### src/rtl/spi_weight_rx.sv
// SPI slave that deserialises 32-bit weight frames in the CLOCK domain and
// loads 20-bit halves of the four beamformer weight buses.
`timescale 1ns/1ps
module spi_weight_rx #(
    parameter int FRAME_BITS  = 32,
    parameter int ADDR_BITS   = 7,
    parameter int HALF_BITS   = 20,
    parameter int SYNC_STAGES = 2
) (
    input  logic                   CLOCK,
    input  logic                   RESETB,
    input  logic                   SCLK,
    input  logic                   MOSI,
    input  logic                   SS,
    output logic [2*HALF_BITS-1:0] W_COS_1,
    output logic [2*HALF_BITS-1:0] W_SIN_1,
    output logic [2*HALF_BITS-1:0] W_COS_2,
    output logic [2*HALF_BITS-1:0] W_SIN_2,
    output logic                   WR_STROBE,
    output logic                   FRAME_ERR,
    output logic                   CFG_DONE
);

    localparam int CNT_BITS = $clog2(FRAME_BITS + 1);
    localparam int WW       = 2 * HALF_BITS;

    typedef enum logic [1:0] {IDLE, SHIFT, DECODE, WAIT_SS} state_t;

    state_t                  state, state_next;
    logic [SYNC_STAGES-1:0]  sclk_sync, mosi_sync, ss_sync;
    logic                    sclk_hist, ss_hist;
    logic                    sclk_rise, ss_fall, ss_rise, ss_high, mosi_bit;
    logic [FRAME_BITS-1:0]   shift_reg;
    logic [CNT_BITS-1:0]     bit_count;
    logic                    last_bit;
    logic [ADDR_BITS-1:0]    frame_addr;
    logic [HALF_BITS-1:0]    payload;
    logic [2:0]              slot;
    logic                    addr_ok, write_en, err_en;
    logic [7:0]              written_mask;
    logic                    unused_reserved;

    always_ff @(posedge CLOCK or negedge RESETB) begin
        if (!RESETB) begin
            sclk_sync <= '0;
            mosi_sync <= '0;
            ss_sync   <= '1;
            sclk_hist <= 1'b0;
            ss_hist   <= 1'b1;
        end else begin
            sclk_sync <= {sclk_sync[SYNC_STAGES-2:0], SCLK};
            mosi_sync <= {mosi_sync[SYNC_STAGES-2:0], MOSI};
            ss_sync   <= {ss_sync[SYNC_STAGES-2:0], SS};
            sclk_hist <= sclk_sync[SYNC_STAGES-1];
            ss_hist   <= ss_sync[SYNC_STAGES-1];
        end
    end

    assign sclk_rise = sclk_sync[SYNC_STAGES-1] & ~sclk_hist;
    assign ss_fall   = ~ss_sync[SYNC_STAGES-1] & ss_hist;
    assign ss_rise   = ss_sync[SYNC_STAGES-1] & ~ss_hist;
    assign ss_high   = ss_sync[SYNC_STAGES-1];
    assign mosi_bit  = mosi_sync[SYNC_STAGES-1];
    assign last_bit  = sclk_rise && (bit_count == CNT_BITS'(FRAME_BITS - 1));

    always_ff @(posedge CLOCK or negedge RESETB) begin
        if (!RESETB) state <= IDLE;
        else         state <= state_next;
    end

    // WAIT_SS leaves on the SS level so a rise that coincided with the last
    // SCLK edge (already consumed by SHIFT) does not strand the FSM.
    always_comb begin
        state_next = state;
        case (state)
            IDLE:    if (ss_fall) state_next = SHIFT;
            SHIFT:   if (last_bit) state_next = DECODE;
                     else if (ss_rise) state_next = IDLE;
            DECODE:  state_next = WAIT_SS;
            WAIT_SS: if (ss_high) state_next = IDLE;
            default: state_next = IDLE;
        endcase
    end

    always_ff @(posedge CLOCK or negedge RESETB) begin
        if (!RESETB) begin
            shift_reg <= '0;
            bit_count <= '0;
        end else if (state == IDLE && ss_fall) begin
            shift_reg <= '0;
            bit_count <= '0;
        end else if (state == SHIFT && sclk_rise) begin
            shift_reg <= {shift_reg[FRAME_BITS-2:0], mosi_bit};
            bit_count <= bit_count + CNT_BITS'(1);
        end
    end

    assign frame_addr      = shift_reg[FRAME_BITS-2 -: ADDR_BITS];
    assign payload         = shift_reg[HALF_BITS-1:0];
    assign slot            = 3'(frame_addr - ADDR_BITS'(1));
    assign unused_reserved = ^shift_reg[FRAME_BITS-ADDR_BITS-2:HALF_BITS];

    always_comb begin
        addr_ok  = 1'b0;
        write_en = 1'b0;
        err_en   = 1'b0;
        addr_ok  = (frame_addr != '0) && (frame_addr <= ADDR_BITS'(8));
        if (state == DECODE && shift_reg[FRAME_BITS-1]) begin
            write_en = addr_ok;
            err_en   = !addr_ok;
        end
        if (state == SHIFT && ss_rise && !last_bit) err_en = 1'b1;
    end

    // Weight buses only change here, one cycle after DECODE, as whole halves.
    always_ff @(posedge CLOCK or negedge RESETB) begin
        if (!RESETB) begin
            W_COS_1      <= '0;
            W_SIN_1      <= '0;
            W_COS_2      <= '0;
            W_SIN_2      <= '0;
            WR_STROBE    <= 1'b0;
            FRAME_ERR    <= 1'b0;
            written_mask <= '0;
        end else begin
            WR_STROBE <= write_en;
            FRAME_ERR <= err_en;
            if (write_en) begin
                written_mask[slot] <= 1'b1;
                case (slot)
                    3'd0: W_COS_1[HALF_BITS-1:0] <= payload;
                    3'd1: W_COS_1[WW-1:HALF_BITS] <= payload;
                    3'd2: W_SIN_1[HALF_BITS-1:0] <= payload;
                    3'd3: W_SIN_1[WW-1:HALF_BITS] <= payload;
                    3'd4: W_COS_2[HALF_BITS-1:0] <= payload;
                    3'd5: W_COS_2[WW-1:HALF_BITS] <= payload;
                    3'd6: W_SIN_2[HALF_BITS-1:0] <= payload;
                    default: W_SIN_2[WW-1:HALF_BITS] <= payload;
                endcase
            end
        end
    end

    assign CFG_DONE = &written_mask;

endmodule
### config.mk
export PLATFORM = sky130hd
export DESIGN_NAME = spi_weight_rx
export DESIGN_NICKNAME = d
export VERILOG_FILES = /design/src/rtl/spi_weight_rx.sv
export SDC_FILE = /design/constraint.sdc
export NUM_CORES = 1
export LEC_CHECK = 0
export CORE_MARGIN = 4
export CORE_UTILIZATION = 51
export DETAILED_ROUTE_END_ITERATION = 16
export PLACE_DENSITY_LB_ADDON = 0.05
export REMOVE_ABC_BUFFERS = 1
export SYNTH_ARGS = -nofsm -noshare
export SYNTH_HDL_FRONTEND = slang
export SYNTH_SLANG_ARGS = --single-unit
export TNS_END_PERCENT = 10
### constraint.sdc
create_clock -name CLOCK -period 5.2 [get_ports CLOCK]
set_input_delay 1.04 -clock CLOCK [delete_from_list [all_inputs] [get_ports CLOCK]]
set_output_delay 1.04 -clock CLOCK [all_outputs]
set_load 0.01 [all_outputs]
After elaboration in Yosys (flattened, before gate mapping):

Cells that the tools add are included.

* flip-flop bits (word level): 218
* input bits: 5
* logic and storage cells: 84

* add/sub/neg operators: 2
* magnitude comparators: 3
* equal/unequal tests: 13
* mux-type cells: 14
* bitwise gates (word level): 8
* reductions and logical operators: 25

Operators with widths (count)
* 2-to-1 mux 32 bit: 2
* AND reduction 2 bit: 8
* 2-to-1 mux 6 bit: 2
* == test 3 bit, second input constant: 3
* logical AND 1 bit: 8
* 2-to-1 mux 2 bit: 4
* OR 8 bit: 1
* one-hot mux 2 bit (4 select lines): 1
* AND reduction 8 bit: 1
* <= comparator 7 x 4 -> 1 bit, second input constant: 1
* nonzero test 7 bit: 1
* OR reduction 7 bit: 1
* adder 6 x 1 -> 6 bit, second input constant: 1
* == test 3 x 2 -> 1 bit, second input constant: 2
* == test 6 x 5 -> 1 bit, second input constant: 1
* == test 2 bit, second input constant: 2
* less-than comparator 3 x 4 -> 1 bit, second input constant: 1
* 2-to-1 mux 1 bit: 4
* != test 2 bit, second input constant: 2
* inverter 1 bit: 4
* AND 1 bit: 3
* demux 1 bit (select 3 bit): 1
* == test 3 x 1 -> 1 bit, second input constant: 1
* greater-or-equal comparator 3 x 1 -> 1 bit, second input constant: 1
* other kinds (8): 9

Logic depth before layout (Yosys ltp):

Gate-level depths: netlist of the first run.

* depth in word-level cells: 6
* depth in mapped cells: 8
* gate-level depth less buffers: 7

Least setup slack after synthesis of the first run:

OpenSTA, ideal clock, no wires.

* path kind: flip-flop to flip-flop
* start: reg shift_reg[24]
* end: reg W_COS_2[0]
* setup time: 125 ps
* arrival: 2189 ps
* data required time: 5075 ps
* path slack: 2886 ps
* cell stages (with the launch flop): 9
* period minus slack after synthesis: 2314 ps
* cells stage by stage: dfrtp_1 -> inv_1 -> ha_1 -> ha_1 -> inv_1 -> nor4_2 -> nand3_1 -> buf_2 -> mux2_2

* cells in the longest elaborated chain, start to end: 4
* elaborated cells on any way between the ends: 7

Ends and longest elaborated chain
* from (decl): RTL line 33 `logic [FRAME_BITS-1:0] shift_reg;`
* from (signal assigned): RTL line 93 `shift_reg <= {shift_reg[FRAME_BITS-2:0], mosi_bit};`
* <= comparator 7 x 4 -> 1 bit / nonzero test 7 bit (equally long branches): RTL line 107 `addr_ok = (frame_addr != '0) && (frame_addr <= ADDR_BITS'(8));`
* logical AND 1 bit: RTL line 107
* 2-to-1 mux 1 bit: RTL line 108 `if (state == DECODE && shift_reg[FRAME_BITS-1]) begin`
* AND reduction 2 bit (no line) (*)
* to (signal, indexed assignment): RTL line 135 `3'd4: W_COS_2[HALF_BITS-1:0] <= payload;`
* to (signal, indexed assignment): RTL line 136 `3'd5: W_COS_2[WW-1:HALF_BITS] <= payload;`
* to (decl): RTL line 17 `output logic [2*HALF_BITS-1:0] W_COS_2,`

Mark *: on every way between the ends. The rest lies on a longest branch, timed or not.
A chain may end at the register's enable or synchronous reset.

Final worst setup path of the first run:

* start: reg shift_reg[24]
* end: reg W_COS_2[15]

Same word-level chain as after synthesis.

==> results.txt, run 1 <==
The final wirelength is between 15000 and 20000 um. The floorplan step defined a die boundary enclosing 0.01882 sq mm. The arrival time of data at the critical path endpoint is 4070 ps. The die is roughly 140 um tall. The path class of the tightest hold or removal check is reg -> reg.

The final cell count without fillers is a little under 1000. The worst hold path terminates at mosi_sync[1]. The kind of launch point of the worst setup path is a flip-flop. The global-route wire length before repair is between 30000 and 40000 um.

The peak supply drop is between 0.0002 and 0.0003 V. The multi-input combinational cell area came out at 0.002835 sq mm. The portion of total power attributed to the clock network came out at a little under half. The setup-violating endpoint count in the final report came out at 0. The run finished with clean final reports. The relative slew slack is 13.05%. The critical path is of the reg -> reg type. In the layout the commonest cells are 215 x dfrtp_1, 166 x clkdlybuf4s50_1, 140 x mux2_2. The worst reg-to-reg setup slack is 1500 ps.

In this run the critical register-to-register path is launched from shift_reg[24]. The pin count of the biggest net entering global routing is 145. The highest clock frequency the design can meet came out at 270.3 MHz. The congestion estimate from routability-driven global placement came to 0.7587. The number of enable flip-flop cells after synthesis came out at 0. The largest buffer count on any clock path came out at 3.

The cell area after synthesis came out at approximately 0.0085 sq mm. The total number of H-tree levels came out at 1. Synthesis inferred approximately 220 register bits. Dividing the final minimum period by the clock period gives between 70% and 80%. The number of global-route vias before repair came to 5565. The number of hold buffers added after CTS was 0. The number of cells on the worst reg-to-reg path is 7.

During I/O placement, the number of pins put on the boundary was ~170. The quantity of gates resized following cts is 0. TritonCTS created 23 clock buffers. The max-slew violation total from the final report is 0. The worst path in the final design needs a cycle of about 3700 ps, including I/O delays and setup. For this run, design rule violations remaining after detail routing come to 0. At the later pin of the worst-skew pair, clock insertion delay measures 490 ps. In this run the post-CTS setup repair buffer count came out at 0.

The number of max-cap violations is 0. The most used flip-flop cell after synthesis is dfrtp_1. The capturing element type of the critical path is a flip-flop.

The half-perimeter wire length after detailed placement came out at 12650 um. The synthesized area divided by synthesized cell count is 14.25 sq um. The placed cell count is 940. Setup repair after global routing left no endpoint under its margin. The required time of the worst setup path came out at between 5000 and 6000 ps.

The starting density of the core came out at 52.80%. The final-report hold violation count came out at 0. The number of sinks handled by clock tree synthesis came out at 218. The die is about 140 um wide. The total overflow left after global routing is 0. The total area of sequential cells came out at between 0.005 and 0.006 sq mm.

The total area inside the core boundary comes to around 0.016 sq mm. The post-route netlist has just under 30% of its cells at a drive strength greater than 1. The synthesis-to-layout area growth is 30.66%. The initial antenna violation count is 0. The number of nets in the final layout came out at approximately 760. The number of antenna cells inserted is 0. The number of routed nets with antenna violations came out at 0.

The logic gate share of total power is 2.5%. The biggest fanout along the worst timing path is 20. The net switching power of the design is a little over 0.0007 W. The gate count of the mapped netlist is 597.

The buffer type at the clock tree root is clkbuf_16. Dividing the detail-routed wire length by the instance count gives just over 20 um. After detailed routing, the number of vias per cell comes to 5.392. The violation count after the first detailed-routing iteration came out at approximately 310.

The total of warnings raised by yosys is 0. For the final routed database, the setup TNS stands at 0 ps. After filler insertion, the fill cell instance count of the layout stands at about 1100. The register share of total power is between 40% and 50%.

The quantity of I/O buffers inserted on ports came out at roughly 170. The total iterations of the first detailed-routing run came out at 5. The clock transition at the register clock pins on the worst setup and hold paths after CTS is around 60 ps. In this run the critical register-to-register path is captured at W_COS_2[15]. The transition time of the tightest slew-check pin is roughly 1300 ps. The number of vias in the routed layout is ~5300. The number of rows in the core area is 46. The combined global-route utilization of all metal layers is roughly 22%. The standby leakage power came out at about 5.4 nW. The netlist uses 38 different library cells. The origin of the worst min-delay path is mosi_sync[0]. The internal power summed over all cells came out at around 0.0028 W. On the final layout, the worst clock skew is a little over 9 ps.

The fraction of the yosys area taken by sequential cells came out at 64.15%. The leading cell type in the layout, fill and taps excluded is dfrtp_1. The hold-critical path depth came out at 0. The cell area power density came out at about 310 mW/mm^2. In the synthesized netlist the async set-or-reset flop fraction comes to 100.0%.

TritonCTS built the clock tree. Net switching is 20.56% of the power.
==> area by class of cell <==
| class | instances | share of cell area (%) |
|---|---|---|
| clock buffers | 34 | 6.358 |
| clock inverters | 6 | 0.7427 |
| inverters | 4 | 0.1350 |
| multi-input cells | 327 | 25.50 |
| flip-flops and latches | 218 | 49.10 |
| well taps | 216 | 2.431 |
| repair buffers | 175 | 15.73 |
==> metal layers <==
metal  global-route usage [%]  wire length (um)  share of wire, %  vias to the layer above
li1                         -                 -                 -                     2356
met1                    29.29              8226                42                     2719
met2                    35.34              9719                49                      176
met3                    5.223              1383               7.0                       33
met4                    5.488               448               2.3                        0
met5                        0                 0                 0                        -
==> critical path, cell delays in order, from the launching register on <==
cell and delay [ps]:
dfrtp_1 500, inv_1 150, ha_1 240, ha_1 330, inv_1 60, nor4_2 590
nand3_1 1050, mux2_2 650
==> through the flow <==
| step | power [W] | instance area (sq um) | utilization (%) | hold slack, ps | setup WS, ps |
|---|---|---|---|---|---|
| 3_3_place_gp | 0.001853 | 10330 | 64.09 | 333.1 | 1743 |
| 4_1_cts | 0.003524 | 11120 | 68.99 | 347.9 | 1541 |
| 3_5_place_dp | 0.001858 | 10330 | 64.09 | 334.7 | 1564 |
| 5_1_grt | 0.003619 | 11120 | 68.99 | 350.7 | 1222 |
| 2_1_floorplan | 0.001796 | 8283 | - | 331.2 | 1096 |
| 6_report | 0.003492 | 11120 | 68.99 | 343.0 | 1500 |
==> cells in the mapped netlist (2+ instances only) <==
master    instances  area [sq um]
nor3_1            4         20.02
inv_1             4         15.01
a21o_1            3         22.52
xnor2_1           2         17.52
a31o_2            4         35.03
mux2_2          140          1577
nor2_1           12         45.04
buf_1             3         11.26
dfstp_2           3         78.83
buf_6             3         33.78
buf_2            13         65.06
nor4bb_1          2         20.02
xor2_1            5         43.79
clkbuf_1         27         101.4
buf_4             2         15.01
nor2b_1           2         12.51
ha_1              7         87.58
a22o_1            3         26.28
a21oi_1          32         160.2
mux2_4           20         300.3
nand4_1           4         25.02
nand3_1           7         35.03
nand2_1          65         244.0
dfrtp_1         215          5380
nor4_1            2         12.51
==> worst max path at each step <==
stage | to | start | slack [ps]
finish | W_COS_2[15] | shift_reg[24] | 1500
detailed placement | W_COS_2[21] | shift_reg[24] | 1560
CTS | W_COS_2[20] | shift_reg[24] | 1540
floorplan | bit_count[4] | flip-flop | 1100
global placement | W_COS_2[23] | shift_reg[24] | 1740
global route | W_COS_2[15] | shift_reg[24] | 1220
==> power by group through the flow <==
stage | clock [W] | sequential, W | combinational [W]
2_1_floorplan | 0 | 0.00176 | 0.0000352
3_3_place_gp | 0 | 0.00177 | 0.0000870
3_5_place_dp | 0 | 0.00177 | 0.0000905
4_1_cts | 0.00170 | 0.00174 | 0.0000911
5_1_grt | 0.00178 | 0.00174 | 0.000101
6_report | 0.00167 | 0.00174 | 0.0000872
==> logic make-up (layout without fill, tap and decap cells) <==
logic type / Yosys count / after routing / synth area share [%]
AO/OA/AOI/OAI: 46 / 46 / 3.235
XOR/XNOR: 7 / 7 / 0.7205
adder cells (fa/ha/maj): 7 / 7 / 1.029
buffers and inverters: 52 / 219 / 2.838
flip-flops: 218 / 218 / 64.15
multiplexers: 160 / 160 / 22.06
AND/OR/NAND/NOR: 107 / 107 / 5.970
No activity file was read; power rests on OpenSTA's default activity.
==> inputs of run 2 (changes only) <==
==> constraint.sdc (replaced) <==
create_clock -name CLOCK -period 3.5 [get_ports CLOCK]
set_input_delay 0.7 -clock CLOCK [delete_from_list [all_inputs] [get_ports CLOCK]]
set_output_delay 0.7 -clock CLOCK [all_outputs]
set_load 0.01 [all_outputs]
==> run 2 against run 1 <==
Effect of this change: non-clock buffer count rose by 12; sequential share of layout area fell by 0.19 points; flip-flop and latch count did not move; final area rose by 0.38%; sequential power rose by 48%; combinational power rose by 54%; clock power rose by 41%; clock skew rose by 2.9 ps; critical path type unchanged.
==> results.txt, run 2 (synthesis results as in run 1) <==
The overall power consumption came out at 0.005078 W (+45%). The number of primary I/O pins is 168 (unchanged). The violation count after the first detailed-routing iteration is 197 (-36%). The relative slew slack came out at 27.29% (+14 points).

The number of nets in the final layout is 773 (+1.6%). The leading cell type in the layout, fill and taps excluded is dfrtp_1. The total number of H-tree levels is 1 (unchanged).

The transition time of the tightest slew-check pin is 1091 ps (-209.9 ps). The quantity of gates resized following cts came out at 0 (unchanged). The pre-CTS setup slack is 866.4 ps (-697.3 ps). The number of CTS-inserted buffers is 23 (unchanged). The sum of buffers and inverters on the critical path is 4 (+2). The initial antenna violation count is 0 (unchanged).

The clock transition at the register clock pins on the worst setup and hold paths after CTS is 60 ps (about the same). The met1 demand-to-capacity share in global routing was 30.00% (+0.71 points). The via-per-instance ratio is 5.406 (+0.26%). The number of cells on the worst reg-to-reg path is 9 (+2). The weighted congestion at the end of routability-driven global placement came out at 0.8209 (+8.2%). The cell type of the slowest stage on the worst timing path is dfrtp_1. The final critical delay including setup and external delays came out at 2644 ps (-1056 ps). The setup-violating endpoint count in the final report was 0 (unchanged).

The floorplan die height came to 137.2 um (unchanged). The number of logic stages on the critical path including buffering is 9 (+2). The largest buffer count on any clock path is 3 (unchanged). TritonCTS built the clock tree. The total iterations of the first detailed-routing run is 4 (-1).

The fraction of layout cells with a size suffix above 1 came out at 29.72% (+0.79 points). The peak supply drop is 0.0003879 V (+43%). The overall overflow remaining after global route is 0 (unchanged).

The tightest hold margin is 228.1 ps (-114.9 ps). The final-layout setup total negative slack came out at 0 ps (unchanged). The final wirelength is 19720 um (-0.31%). The number of max-cap violations came out at 0 (unchanged). The starting density of the core came out at 52.80% (unchanged). The arrival time of data at the critical path endpoint is 3020 ps (-1050 ps).

The number of routed nets with antenna violations is 0 (unchanged). The buffer count from post-CTS setup fixing is 0 (unchanged). The final cell area excluding filler cells came out at 0.01116 sq mm (+0.38%). The delay contributed by the slowest stage of the critical path came out at 490 ps (-560 ps). The share of the clock period used by the worst path was 75.55% (+4.4 points). The average wire per cell in the routed design came out at 19.92 um (-1.3%). The global-route track usage on met3 is 4.967% (-0.26 points). The instance area at placement came out at 0.01042 sq mm (+0.87%). The kind of launch point of the worst setup path is a flip-flop. The highest clock frequency the design can meet was 378.2 MHz (+40%). The critical path is of the reg -> reg type. The capturing element type of the critical path is a flip-flop. The required time of the worst setup path was 3870 ps (-1700 ps).

The number of vias in the routed layout came out at 5352 (+1.3%). The standby leakage power is 5.432 nW (+0.63%). The cts-stage hold buffer count is 0 (unchanged). The met2 capacity usage during global routing was 34.44% (-0.90 points). The combined global-route utilization of all metal layers is 21.51% (-0.067 points).

The pin count of the biggest net entering global routing was 105 (-28%). The half-perimeter wire length after detailed placement came out at 13060 um (+3.3%). The global-route wire length before repair is 31500 um (-0.26%). The post-layout worst setup margin is 855.7 ps (-644.2 ps).

The clock tree skew after final layout was 12.08 ps (+2.938 ps). The number of remaining DRC errors is 0 (unchanged). The run finished with clean final reports. The number of antenna cells inserted is 0 (unchanged). The quantity of I/O buffers inserted on ports is 167 (unchanged). The number of global-route vias before repair is 5598 (+0.59%). The max-slew violation total from the final report came out at 0 (unchanged). In this run the most used layer during global routing was met2.

The number of rows in the core area is 46 (unchanged). In this design, the largest share of critical-path delay is due to buffers and inverters. The number of sinks handled by clock tree synthesis is 218 (unchanged). In the layout the commonest cells are 215 x dfrtp_1, 166 x clkdlybuf4s50_1, 140 x mux2_2. The cell area power density came to 455.0 mW/mm^2 (+45%).

The signal on the critical path passes through inv_1 -> ha_1 -> ha_1 -> inv_1 -> nor4_2 -> buf_4 -> nand3_1 -> buf_4 -> mux2_2. The final-report hold violation count was 0 (unchanged). Compared with the post-synthesis result, the final layout area differs by 31.16%. The floorplan core area is 0.01612 sq mm (unchanged).

In this run the worst hold path is classified as in -> async. The biggest fanout along the worst timing path is 17 (-15%). The horizontal extent of the die is 137.2 um (unchanged). The cell sitting at the root of the clock tree is a clkbuf_16. The clock latency at the later pin of the worst-skew pair came out at 500 ps (about the same). Setup repair after global routing left no endpoint under its margin.

The full die area came out at 0.01882 sq mm (unchanged).
[run 2: changes by cell type in the layout (fill, tap and decap cells not counted), sizes merged]
cell,delta
clkinvlp,-1
buf,+12
bufinv,-1
[run 2: layer usage]
metal,wire length (um),vias to the layer above
met1,8630,2745
met5,0,-
met3,1281,33
met4,447,0
met2,9357,181
li1,-,2393
[run 2: metrics by stage]
step	utilization, %	std cells
CTS	69.25	990
global route	69.25	990
detailed placement	64.65	952
finish	69.25	990
floorplan	-	549
global placement	64.65	952
[run 2: cell type report]
type / count / area (sq um)
Sequential cell: 218 / 5459
Clock inverter: 4 / 45.04
Timing Repair Buffer: 187 / 1839
Tap cell: 216 / 270.3
Inverter: 4 / 15.01
Fill cell: 1123 / 4955
Multi-Input combinational cell: 327 / 2835
Clock buffer: 34 / 696.9
[run 2: where the power goes]
part           internal, W  switching, W
Combinational    0.0000396     0.0000945
Clock              0.00144      0.000925
Sequential         0.00255     0.0000354
Total              0.00402       0.00105
[run 2: final timing paths]
check / from / slack, ps / endpoint
worst max-delay path: shift_reg[24] / 860 / W_COS_2[7]
worst min-delay path: RESETB / 230 / W_SIN_1[23]
worst max register to register: shift_reg[24] / 860 / W_COS_2[7]
worst min register to register: sclk_sync[0] / 350 / sclk_sync[1]
max in group asynchronous: RESETB / 2400 / W_SIN_2[39]
min in group CLOCK: sclk_sync[0] / 350 / sclk_sync[1]
